[src/rtl/data_stack.sv]
// Hardware data stack: top two cells held in registers, deeper cells in a
// single-port array; one op per cycle, every output registered.
module data_stack #(
  parameter int WIDTH = 16,
  parameter int DEPTH = 16
) (
  input  logic                       Clk,
  input  logic                       Rst,
  input  logic [2:0]                 op,
  input  logic [WIDTH-1:0]           din,
  input  logic                       clr_err,
  output logic [WIDTH-1:0]           tos,
  output logic [WIDTH-1:0]           nos,
  output logic [$clog2(DEPTH):0]     depth,
  output logic                       empty,
  output logic                       full,
  output logic                       ovf,
  output logic                       unf
);

  localparam int AW = $clog2(DEPTH);
  localparam int DW = AW + 1;

  localparam logic [2:0] OP_NOP     = 3'b000;
  localparam logic [2:0] OP_PUSH    = 3'b001;
  localparam logic [2:0] OP_POP     = 3'b010;
  localparam logic [2:0] OP_REPL    = 3'b011;
  localparam logic [2:0] OP_POPREPL = 3'b100;
  localparam logic [2:0] OP_SWAP    = 3'b101;
  localparam logic [2:0] OP_OVER    = 3'b110;

  logic [WIDTH-1:0] tos_q, nos_q, tos_n, nos_n;
  logic [DW-1:0]    depth_q, depth_n;
  logic             empty_q, full_q, ovf_q, unf_q;
  logic             ovf_e, unf_e;

  // Spill array holds cells below nos; cell k (0 = bottom) lives at index k.
  logic [WIDTH-1:0] mem [DEPTH-2];
  logic             mem_we;
  logic [AW-1:0]    mem_addr;
  logic [WIDTH-1:0] rd_data;

  logic has1, has2, has3, room;

  assign has1 = (depth_q != '0);
  assign has2 = (depth_q >= DW'(2));
  assign has3 = (depth_q >= DW'(3));
  assign room = (depth_q != DW'(DEPTH));

  // One address per cycle: spill slot on a growing op, else the cell under nos.
  assign mem_addr = mem_we ? AW'(depth_q - DW'(2)) : AW'(depth_q - DW'(3));
  assign rd_data  = mem[mem_addr];

  always_comb begin
    tos_n   = tos_q;
    nos_n   = nos_q;
    depth_n = depth_q;
    mem_we  = 1'b0;
    ovf_e   = 1'b0;
    unf_e   = 1'b0;
    case (op)
      OP_PUSH: begin
        if (room) begin
          tos_n   = din;
          nos_n   = tos_q;
          depth_n = depth_q + DW'(1);
          mem_we  = has2;
        end else begin
          ovf_e = 1'b1;
        end
      end
      OP_POP: begin
        if (has1) begin
          tos_n   = nos_q;
          nos_n   = has3 ? rd_data : '0;
          depth_n = depth_q - DW'(1);
        end else begin
          unf_e = 1'b1;
        end
      end
      OP_REPL: begin
        if (has1) tos_n = din;
        else      unf_e = 1'b1;
      end
      OP_POPREPL: begin
        if (has2) begin
          tos_n   = din;
          nos_n   = has3 ? rd_data : '0;
          depth_n = depth_q - DW'(1);
        end else begin
          unf_e = 1'b1;
        end
      end
      OP_SWAP: begin
        if (has2) begin
          tos_n = nos_q;
          nos_n = tos_q;
        end else begin
          unf_e = 1'b1;
        end
      end
      OP_OVER: begin
        if (!has2) begin
          unf_e = 1'b1;
        end else if (!room) begin
          ovf_e = 1'b1;
        end else begin
          tos_n   = nos_q;
          nos_n   = tos_q;
          depth_n = depth_q + DW'(1);
          mem_we  = 1'b1;
        end
      end
      OP_NOP:  ;
      default: ;
    endcase
  end

  always_ff @(posedge Clk) begin
    if (!Rst && mem_we) mem[mem_addr] <= nos_q;
  end

  always_ff @(posedge Clk) begin
    if (Rst) begin
      tos_q   <= '0;
      nos_q   <= '0;
      depth_q <= '0;
      empty_q <= 1'b1;
      full_q  <= 1'b0;
      ovf_q   <= 1'b0;
      unf_q   <= 1'b0;
    end else begin
      tos_q   <= tos_n;
      nos_q   <= nos_n;
      depth_q <= depth_n;
      empty_q <= (depth_n == '0);
      full_q  <= (depth_n == DW'(DEPTH));
      // A new error in the same cycle as clr_err keeps its flag set.
      ovf_q   <= ovf_e | (ovf_q & ~clr_err);
      unf_q   <= unf_e | (unf_q & ~clr_err);
    end
  end

  assign tos   = tos_q;
  assign nos   = nos_q;
  assign depth = depth_q;
  assign empty = empty_q;
  assign full  = full_q;
  assign ovf   = ovf_q;
  assign unf   = unf_q;

endmodule

[config.mk]
export PLATFORM = sky130hd
export DESIGN_NAME = data_stack
export DESIGN_NICKNAME = d
export VERILOG_FILES = /design/src/rtl/data_stack.sv
export SDC_FILE = /design/constraint.sdc
export NUM_CORES = 1
export LEC_CHECK = 0
export ABC_AREA = 1
export CAP_MARGIN = 15
export CORE_UTILIZATION = 58
export DETAILED_ROUTE_END_ITERATION = 10
export HOLD_SLACK_MARGIN = 0.15
export PLACE_DENSITY_LB_ADDON = 0.1
export REMOVE_ABC_BUFFERS = 1
export SLEW_MARGIN = 20
export SYNTH_ARGS = -nofsm -noshare
export SYNTH_HDL_FRONTEND = slang
export SYNTH_SLANG_ARGS = --single-unit
[constraint.sdc]
create_clock -name Clk -period 4.27 [get_ports Clk]
set_clock_uncertainty 0.1 [all_clocks]
set_input_delay 1.281 -clock Clk [delete_from_list [all_inputs] [get_ports Clk]]
set_output_delay 1.281 -clock Clk [all_outputs]
set_load 0.03 [all_outputs]
# --- Word-level counts from Yosys, hierarchy flattened ---
# Memory sizes are Yosys's and may differ from the RTL's.
# Cells that the tools add are included.
totals:
  ff_bits: 41
  ram_bits: 224
  input_bits: 22
  output_inout_bits: 41
  n_memories: 1
mem_list:
  columns: ["memory", "words", "width", "rd", "rd_clocked_by_memory_dff", "wr", "line_no", "source"]
  rows:
  - ["mem", 14, 16, 1, 0, 1, "38", "logic [WIDTH-1:0] mem [DEPTH-2];"]
classes:
  addsub: 4
  magnitude_cmp: 2
  n_eq_ne: 15
  n_mux: 33
  bitwise_logic: 5
  n_reduce_logical: 10
ops:
  columns: ["operator", "n"]
  rows:
  - ["$mux W16", 13]
  - ["$pmux W16 S6", 1]
  - ["$pmux W16 S5", 1]
  - ["$mux W5", 4]
  - ["$pmux W5 S4", 1]
  - ["$ne A2 B2 Y1 const B", 7]
  - ["$ge A5 B2 Y1 const B", 2]
  - ["$reduce_bool A5 Y1", 2]
  - ["$eq A3 B3 Y1 const B", 3]
  - ["$mux W1", 9]
  - ["$reduce_and A8 Y1", 1]
  - ["$sub A4 B2 Y4 const B", 2]
  - ["$eq A3 B2 Y1 const B", 2]
  - ["$pmux W1 S2", 3]
  - ["$reduce_bool A6 Y1", 1]
  - ["$add A5 B1 Y5 const B", 1]
  - ["$eq A5 B5 Y1 const B", 1]
  - ["$logic_not A5 Y1", 1]
  - ["$ne A5 B5 Y1 const B", 1]
  - ["$reduce_and A5 Y1", 1]
  - ["$sub A5 B1 Y5 const B", 1]
  - ["$mux W4", 1]
  - ["$eq A3 B1 Y1 const B", 1]
  - ["$reduce_or A3 Y1", 1]
  - ["6 further kinds", 8]

# --- Logic depth before layout (Yosys ltp) ---
# Gate-level depths: netlist of run 1.
# An unclocked memory read counts as a cell.
logic_depth:
  ltp_word: 9
  mapped_depth: 18
  ltp_nobuf: 16

# --- Least setup slack after synthesis of run 1 ---
# OpenSTA, ideal clock, no wires.
synth_path:
  path_type: "input-to-reg"
  startpoint: "in op[2]"
  endpoint: "mem mem[10][0] (enable)"
  arrival_ps: 3294
  required_ps: 3782
  path_slack_ps: 488
  stages: 10
  n_path_buf: 1
  path_cell_list: "inv_1 nand3_1 nand2_1 nand3_4 o21ai_0 o21ai_2 nor2_1 buf_4 inv_1 nor2_1"
synth_between:
  elab_chain_len: 5
  elab_cells_between_ends: 7
synth_rtl:
  columns: ["element", "line_no", "source"]
  rows:
  - ["start: declaration", "9", "input logic [2:0] op,"]
  - ["$eq A3 B3 Y1 / $eq A3 B1 Y1 (equally long branches)", "61", "case (op)"]
  - ["$pmux W1 S2 (*)", "61", null]
  - ["$logic_and A1 B1 Y1", "120", "if (!Rst && mem_we) mem[mem_addr] <= nos_q;"]
  - ["$mux W1", "120", null]
  - ["$mux W1 (not written as such)", "120", null]
  - ["end: declaration", "38", null]
# Mark *: on every way between the ends. The rest lies on a longest branch, timed or not.

# --- Worst setup path after layout of run 1 ---
layout_path:
  startpoint: "reg nos_q[0], in the netlist nos[0]"
  endpoint: "out nos[0]"
layout_rtl:
  columns: ["element", "line_no", "source"]
  rows:
  - ["start: declaration", "32", "logic [WIDTH-1:0] tos_q, nos_q, tos_n, nos_n;"]
  - ["start signal: assignment", "134", "nos_q <= nos_n;"]
  - ["end: declaration", "13", "output logic [WIDTH-1:0] nos,"]
# No word-level cell between the ends.

==> results.toml, run 1 <==
[detailed_routing]
first_pass_iters = 5
routed_wl_mm = 28.63
via_per_inst = 5.425
vias = 8257
drtAntennaViolNets = 0
drtIter0Drc = 753
drcViolationCount = 0
wl_per_cell_um = 18.81

[critical_path]
cp-end-kind = "primary output"
path_buf_inv = 1
worst-path-max-fanout = 17
r2r-start = "depth[1]"
crit_start = "nos[0]"
crit_arrival_ns = 2.10
startpoint_type = "flip-flop"
cp_data_required_time_ns = 2.89
crit_path_top_delay_cell = "clkdlybuf4s50_1"
cp_cell_sequence = "clkdlybuf4s50_1"
critPathMaxStageDelay_ns = 0.80
worst-setup-path-type = "reg -> out"
cpLargestDelayFamily = "buffers and inverters"

[global_route]
overflow = 0
antenna_found_initial = 0
grt_usage_pct = 29.05
grt_max_degree = 49
grt_pass1_wl_mm = 43.88
grt_pass1_vias = 7802

[synthesis]
ys_seq_elements = 265
synth_top_area_cell = "edfxtp_1"
mappedNetlistArea_mm2 = 0.01151
seq_area_frac_synth_pct = 65.57
ys_types = 35
synthFlopType = "edfxtp_1"
synth_edf_count = 224
synthArstFlopShare_pct = 0
netlist_instances = 1137
synth.top_cells.by_area = "edfxtp_1 (58%), nand2_1 (9.0%), dfxtp_1 (7.1%)"
ys_warn_count = 0
avgSynthCellArea_um2 = 10.12
synth_top_area_share_pct = 58.44

[clocking]
htreeDepth = 1
cts_tree = "done"
path_clk_slew_ns = 0.06
cts_buffer_depth = 3
cts_buffers = 28
cts-root-buf = "clkbuf_16"
post_cts_buffers = 0
clock_sinks = 265
cts-resized-gates = 0
holdBufCountCts = 0
worstSkewPairLatency_ns = 0.56

[power_and_ir_drop]
pwr_density_cell_mw_per_mm2 = 488.8
leakage_nw = 5.341
p_total_mw = 6.616
ir_drop_mv = 0.3478

[sta]
fmax_mhz = 287.6
finalSetupViolCount = 0
setup_tns_ns = 0
rsz0062_at_grt = "false"
hold_violations = 0
period_share_pct = 81.44
worst_slew_pin_slew_ns = 0.6913
relSlewSlack_pct = 53.85
drv_slew = 0
fin_crit_ns = 3.477

[finish]
finalCoreUtilization_pct = 69.55
nNetsFinal = 1265
synthToLayoutAreaGrowth_pct = 17.60
diodes = 0
n_fill_cell = 1460
layout_common_cells = "nand2_1 (276), edfxtp_1 (224), nor2_1 (187), inv_1 (90), o21ai_0 (85)"
drive_above_1_share_pct = 9.785
multiInputGateArea_mm2 = 0.003347
final_common_cell = "nand2_1"
finalInstanceArea_mm2 = 0.01354
register_area_mm2 = 0.007547

[flow_run]
max_cap_violations = 0

[floorplanning]
die_x_um = 142.9
io_pins = 63
die_area_mm2 = 0.02041
core_area_mm2 = 0.01946
die_h_um = 142.9
rows = 51
initial_core_util_pct = 59.14

[run_status]
status = "completed"

[place]
placed_area_mm2 = 0.01268
gp_congestion = 0.9089
portBuffers = 62
dp.final_hpwl_mm = 18.21

[min_path]
hold_path_class = "reg -> reg"
hp-start = "ovf"
-- cell families (layout without fill, tap and decap cells) --
group | count (synthesis) | in the layout | share of synthesized area, %
muxes | 16 | 16 | 1.391
adders and majority gates | 8 | 8 | 0.8697
buffers and inverters | 143 | 263 | 5.696
AOI/OAI and AO/OA | 179 | 179 | 8.110
DFF | 265 | 265 | 65.57
xor gates and xnor gates | 7 | 7 | 0.5327
and+or+nand+nor | 519 | 519 | 17.83
-- where the power goes --
part | switching, mW | internal [mW] | total [mW] | leakage [nW]
sequential | 0.115 | 2.95 | 3.07 | 2.33
clock | 0.985 | 1.25 | 2.24 | 0.410
combinational | 0.886 | 0.428 | 1.31 | 2.60
total | 1.99 | 4.63 | 6.62 | 5.34
-- worst paths after layout --
check | endpoint | slack, ns | cells past startpoint
hold / removal | ovf | 0.37 | 2
setup / recovery | nos[0] | 0.79 | 1
hold reg to reg | ovf | 0.37 | 2
setup reg to reg | mem[11][4] | 1.23 | 9
-- state kept, by name, indices dropped and copies added, names as in the netlist --
| signal | cells |
|---|---|
| mem | 224 |
| nos | 16 |
| tos | 16 |
| depth | 5 |
| empty | 1 |
| full | 1 |
| ovf | 1 |
| unf | 1 |
-- cells in the mapped netlist (all sizes together), types with 2 or more instances --
cell type and number:
nand2 281, inv 94, xor2 7, dfxtp 41, mux2i 16, nand4 2
ha 8, a21oi 38, buf 29, clkbuf 19, a31oi 2, nand3 29
edfxtp 224, o21ai 134, nor2 205
-- area by class of cell --
type	instances	area share (%)
Sequential cell	265	55.76
Multi-Input combinational cell	729	24.73
Timing Repair Buffer	116	8.135
Clock buffer	39	5.630
Inverter	95	2.634
Tap cell	265	2.450
Clock inverter	13	0.6656
-- stage by stage --
step / setup slack, ns / cells / hold WS [ns]
floorplan: -0.3456 / 1089 / 0.4833
global placement: 0.3358 / 1470 / 0.3700
detailed placement: 0.2915 / 1470 / 0.3583
CTS: 0.7765 / 1522 / 0.3738
global route: 0.5697 / 1522 / 0.4053
finish: 0.7925 / 1522 / 0.3705
-- routing by layer --
layer,part of all wire (%),global-route usage [%]
met4,1.8,7.810
met2,47,46.72
met5,0,0
met3,7.2,3.856
met1,44,41.79
Power figures use the tool's default switching activity.
==> run 2: changes to the inputs <==
- clock period: 4.27 -> 3.5 ns (I/O delays scaled with it)
==> run 2 against run 1 <==
Net effect:
- die area is the same
- total power grew 24%
- design area grew 2.5%
- cell count grew 2.1%
- combinational power grew 39%
- register-to-register slack lost 0.72 ns
- worst setup slack lost 0.40 ns
- non-clock buffer count grew 34
- clock-buffer cell count grew 2
- critical endpoint is now nos[8]
- largest cell class unchanged
==> results.toml, run 2 (synthesis gave the netlist of run 1 again) <==
[run_status]
status = "completed"

[sta]
finalSetupViolCount = 0
fmax_mhz = 321.9
drv_slew = 0
hold_violations = 0
relSlewSlack_pct = 58.19
rsz0062_at_grt = "false"
setup_tns_ns = 0
fin_crit_ns = 3.107
period_share_pct = 88.77
worst_slew_pin_slew_ns = 0.6264
holdWs_ns = 0.3848
setup_ws_ns = 0.3931

[floorplanning]
die_x_um = 142.9
io_pins = 63
die_area_mm2 = 0.02041
initial_core_util_pct = 59.14
die_h_um = 142.9
core_area_mm2 = 0.01946
rows = 51

[clocking]
cts_tree = "done"
path_clk_slew_ns = 0.06
htreeDepth = 1
holdBufCountCts = 0
cts_buffer_depth = 3
clock_sinks = 265
cts-root-buf = "clkbuf_16"
cts_buffers = 27
post_cts_buffers = 0
worstSkewPairLatency_ns = 0.54
cts-resized-gates = 0

[min_path]
hp-start = "ovf"
whs_path_depth = 2
hold_path_class = "reg -> reg"
hold_end = "ovf"

[finish]
synthToLayoutAreaGrowth_pct = 20.58
final_common_cell = "nand2_1"
n_fill_cell = 1405
layout_common_cells = "nand2_1 (276), edfxtp_1 (224), nor2_1 (187), inv_1 (90), o21ai_0 (85)"
multiInputGateArea_mm2 = 0.003347
drive_above_1_share_pct = 12.18
register_area_mm2 = 0.007547
diodes = 0
finalInstanceArea_mm2 = 0.01388
nNetsFinal = 1298
top_register = "mem"
largest_register_ffs = 224

[detailed_routing]
routed_wl_mm = 29.04
drcViolationCount = 0
first_pass_iters = 5
drtIter0Drc = 621
wl_per_cell_um = 18.69
drtAntennaViolNets = 0
vias = 8385
via_per_inst = 5.396

[global_route]
grt_usage_pct = 29.77
grt_max_degree = 44
grt_pass1_vias = 8138
grt_pass1_wl_mm = 45.11
antenna_found_initial = 0
overflow = 0

[place]
gp_congestion = 0.8887
dp_slack_ns = -0.1405
portBuffers = 62
placed_area_mm2 = 0.01304
dp.final_hpwl_mm = 19.48

[power_and_ir_drop]
pwr_density_cell_mw_per_mm2 = 590.8
leakage_nw = 5.539
p_total_mw = 8.199
ir_drop_mv = 0.4592

[critical_path]
crit_arrival_ns = 3.49
startpoint_type = "input pin"
worst-path-max-fanout = 11
cp_data_required_time_ns = 3.88
r2r-start = "depth[1]"
worstReg2RegEnd = "nos[8]"
rrSetupSlack_ns = 0.51
worst-setup-path-type = "in -> reg"
cp-end-kind = "flip-flop"
rr_worst_depth = 15

[flow_run]
max_cap_violations = 0
-- run 2: worst max path at each step --
stage | startpoint | endpoint | slack [ns] | cells past startpoint
floorplan | op[2] | mem[8][0] | -0.88 | 9
global placement | op[1] | nos[8] | -0.06 | 16
detailed placement | op[1] | nos[8] | -0.14 | 16
CTS | op[1] | nos[8] | 0.42 | 16
global route | op[1] | nos[14] | 0.22 | 15
finish | op[1] | nos[8] | 0.39 | 16
-- run 2: worst max-delay path, cell delays in order --
cell,delay [ns]
clkdlybuf4s50_1,0.44
inv_1,0.11
nand3_1,0.14
nand2_1,0.20
nand3_4,0.14
buf_4,0.18
o21ai_2,0.14
inv_1,0.09
nand2_1,0.26
inv_2,0.10
buf_12,0.17
nand2_1,0.07
nand2_1,0.04
nor2_1,0.19
nor2_1,0.07
nor2_1,0.08
-- run 2: per-stage QoR --
step,utilization (%),std cells
6_report,71.31,1554
2_1_floorplan,-,1089
5_1_grt,71.31,1554
3_5_place_dp,66.99,1504
4_1_cts,71.31,1554
3_3_place_gp,66.99,1504
-- run 2: final cells by class --
type                            count  share of cell area, %
Multi-Input combinational cell    729                  24.12
Clock inverter                      9                 0.6581
Inverter                           95                  2.569
Timing Repair Buffer              150                  10.49
Clock buffer                       41                  5.391
Sequential cell                   265                  54.38
Tap cell                          265                  2.389
-- run 2: report_power, final --
part | switching (mW) | total (mW) | internal, mW | leakage [nW]
Sequential | 0.0689 | 3.67 | 3.60 | 2.33
Clock | 1.15 | 2.71 | 1.56 | 0.406
Combinational | 1.18 | 1.82 | 0.636 | 2.80
-- run 2: layer usage --
layer,wire (um),up-vias,track usage (%)
li1,-,4050,-
met1,12150,3959,40.59
met2,14360,327,50.49
met3,1999,49,3.789
met4,530,0,7.980
met5,0,-,0
==> run 3: changes to the inputs <==
- CORE_ASPECT_RATIO: unset -> 0.5
==> run 3 against run 2 <==
Net effect:
- worst setup slack got worse by 0.0086 ns
- wire length increased by 4.8%
- via count increased by 1.6%
- design area decreased by 1.6%
- non-clock buffer count decreased by 9
- total power decreased by 2.8%
- cell count decreased by 1.5%
- maximum frequency decreased by 0.28%
==> results.toml, run 3 (synthesis gave the netlist of run 1 again) <==
[critical_path]
crit_start = "nos[9]"
crit_path_top_delay_cell = "clkdlybuf4s50_1"
worst-setup-path-type = "reg -> out"
crit_arrival_ns = 1.97
path_buf_inv = 1
critical_path.endpoint = "nos[9]"
worstReg2RegEnd = "nos[3]"
worst-path-stages = 1
cp-end-kind = "primary output"
cpLargestDelayFamily = "buffers and inverters"
cp_cell_sequence = "clkdlybuf4s50_1"
critPathMaxStageDelay_ns = 0.80
rrSetupSlack_ns = 0.66
r2r-start = "depth[2]"
startpoint_type = "flip-flop"
worst-path-max-fanout = 17
rr_worst_depth = 14
cp_data_required_time_ns = 2.35

[place]
dp.final_hpwl_mm = 20.03
portBuffers = 62
gp_congestion = 0.8986
dp_slack_ns = -0.1263

[sta]
finalSetupViolCount = 0
setup_tns_ns = 0
rsz0062_at_grt = "false"
hold_violations = 0
period_share_pct = 89.02
worst_slew_pin_slew_ns = 0.5318
fmax_mhz = 321.0
fin_crit_ns = 3.116
setup_ws_ns = 0.3844
drv_slew = 0
holdWs_ns = 0.3802
relSlewSlack_pct = 64.50

[floorplanning]
core_area_mm2 = 0.01892
io_pins = 63
rows = 35
die_h_um = 101.6
die_area_mm2 = 0.02045
die_x_um = 201.2
initial_core_util_pct = 60.84

[clocking]
cts-root-buf = "clkbuf_16"
clock_sinks = 265
holdBufCountCts = 0
cts_tree = "done"
worstSkewPairLatency_ns = 0.52
post_cts_buffers = 0
path_clk_slew_ns = 0.07
cts_buffers = 23
htreeDepth = 1
cts-resized-gates = 0
cts_buffer_depth = 3

[finish]
final_common_cell = "nand2_1"
top_register = "mem"
drive_above_1_share_pct = 10.62
diodes = 0
layout_common_cells = "nand2_1 (276), edfxtp_1 (224), nor2_1 (198), inv_1 (90), o21ai_0 (85)"
largest_register_ffs = 224
nNetsFinal = 1285
n_fill_cell = 1367
synthToLayoutAreaGrowth_pct = 18.62

[min_path]
hold_path_class = "reg -> reg"
whs_path_depth = 2

[global_route]
grt_pass1_wl_mm = 46.24
antenna_found_initial = 0
overflow = 0
grt_usage_pct = 30.46
grt_max_degree = 57
grt_pass1_vias = 7957

[detailed_routing]
first_pass_iters = 5
via_per_inst = 5.569
drcViolationCount = 0
vias = 8521
drtIter0Drc = 955
drtAntennaViolNets = 0
routed_wl_mm = 30.44
wl_per_cell_um = 19.90

[power_and_ir_drop]
pwr_density_cell_mw_per_mm2 = 583.6
leakage_nw = 5.440
ir_drop_mv = 0.3262
p_total_mw = 7.968

[run_status]
status = "completed"

[flow_run]
max_cap_violations = 0
[run 3: changes by cell type in the layout (fill, tap and decap cells not counted)]
cell,delta
buf_4,-9
clkbuf_1,-10
clkbuf_16,-4
clkinv_1,+3
clkinv_4,+2
inv_16,-1
inv_6,+2
inv_8,-1
nor2_1,+11
nor2_2,-11
[run 3: worst min-delay path, stage by stage (launching register included)]
cell and delay (ns):
dfxtp_1 0.31, nand2_1 0.06, a21oi_1 0.06
[run 3: layout make-up]
type / count / area, um^2 / area share, %
Clock buffer: 27 / 610.6 / 4.472
Clock inverter: 14 / 106.4 / 0.7790
Inverter: 95 / 356.6 / 2.612
Multi-Input combinational cell: 729 / 3319 / 24.31
Sequential cell: 265 / 7547 / 55.28
Tap cell: 259 / 324.1 / 2.374
Timing Repair Buffer: 141 / 1389 / 10.17
[run 3: power by group]
part | leakage, nW | internal [mW] | switching, mW
combinational | 2.75 | 0.619 | 1.21
sequential | 2.33 | 3.59 | 0.0717
clock | 0.351 | 1.33 | 1.14
[run 3: per-layer routing]
metal	global-route usage [%]	part of all wire (%)	wire length (um)
met5	0	0	0
met4	6.643	1.9	583
met3	6.338	11	3206
met2	45.04	42	12660
met1	46.53	46	13990
[run 3: how the worst min path moves through the flow]
stage,from,end
2_1_floorplan,ovf,ovf
3_3_place_gp,ovf,ovf
3_5_place_dp,ovf,ovf
4_1_cts,ovf,ovf
5_1_grt,nos[0],mem[9][0]
6_report,ovf,ovf
[run 3: metrics by stage]
step | cells | cell area (um^2) | util (%)
finish | 1530 | 13650 | 72.17
global route | 1530 | 13650 | 72.17
CTS | 1530 | 13650 | 72.17
detailed placement | 1489 | 12940 | 68.38
global placement | 1489 | 12940 | 68.38
floorplan | 1089 | 11210 | -
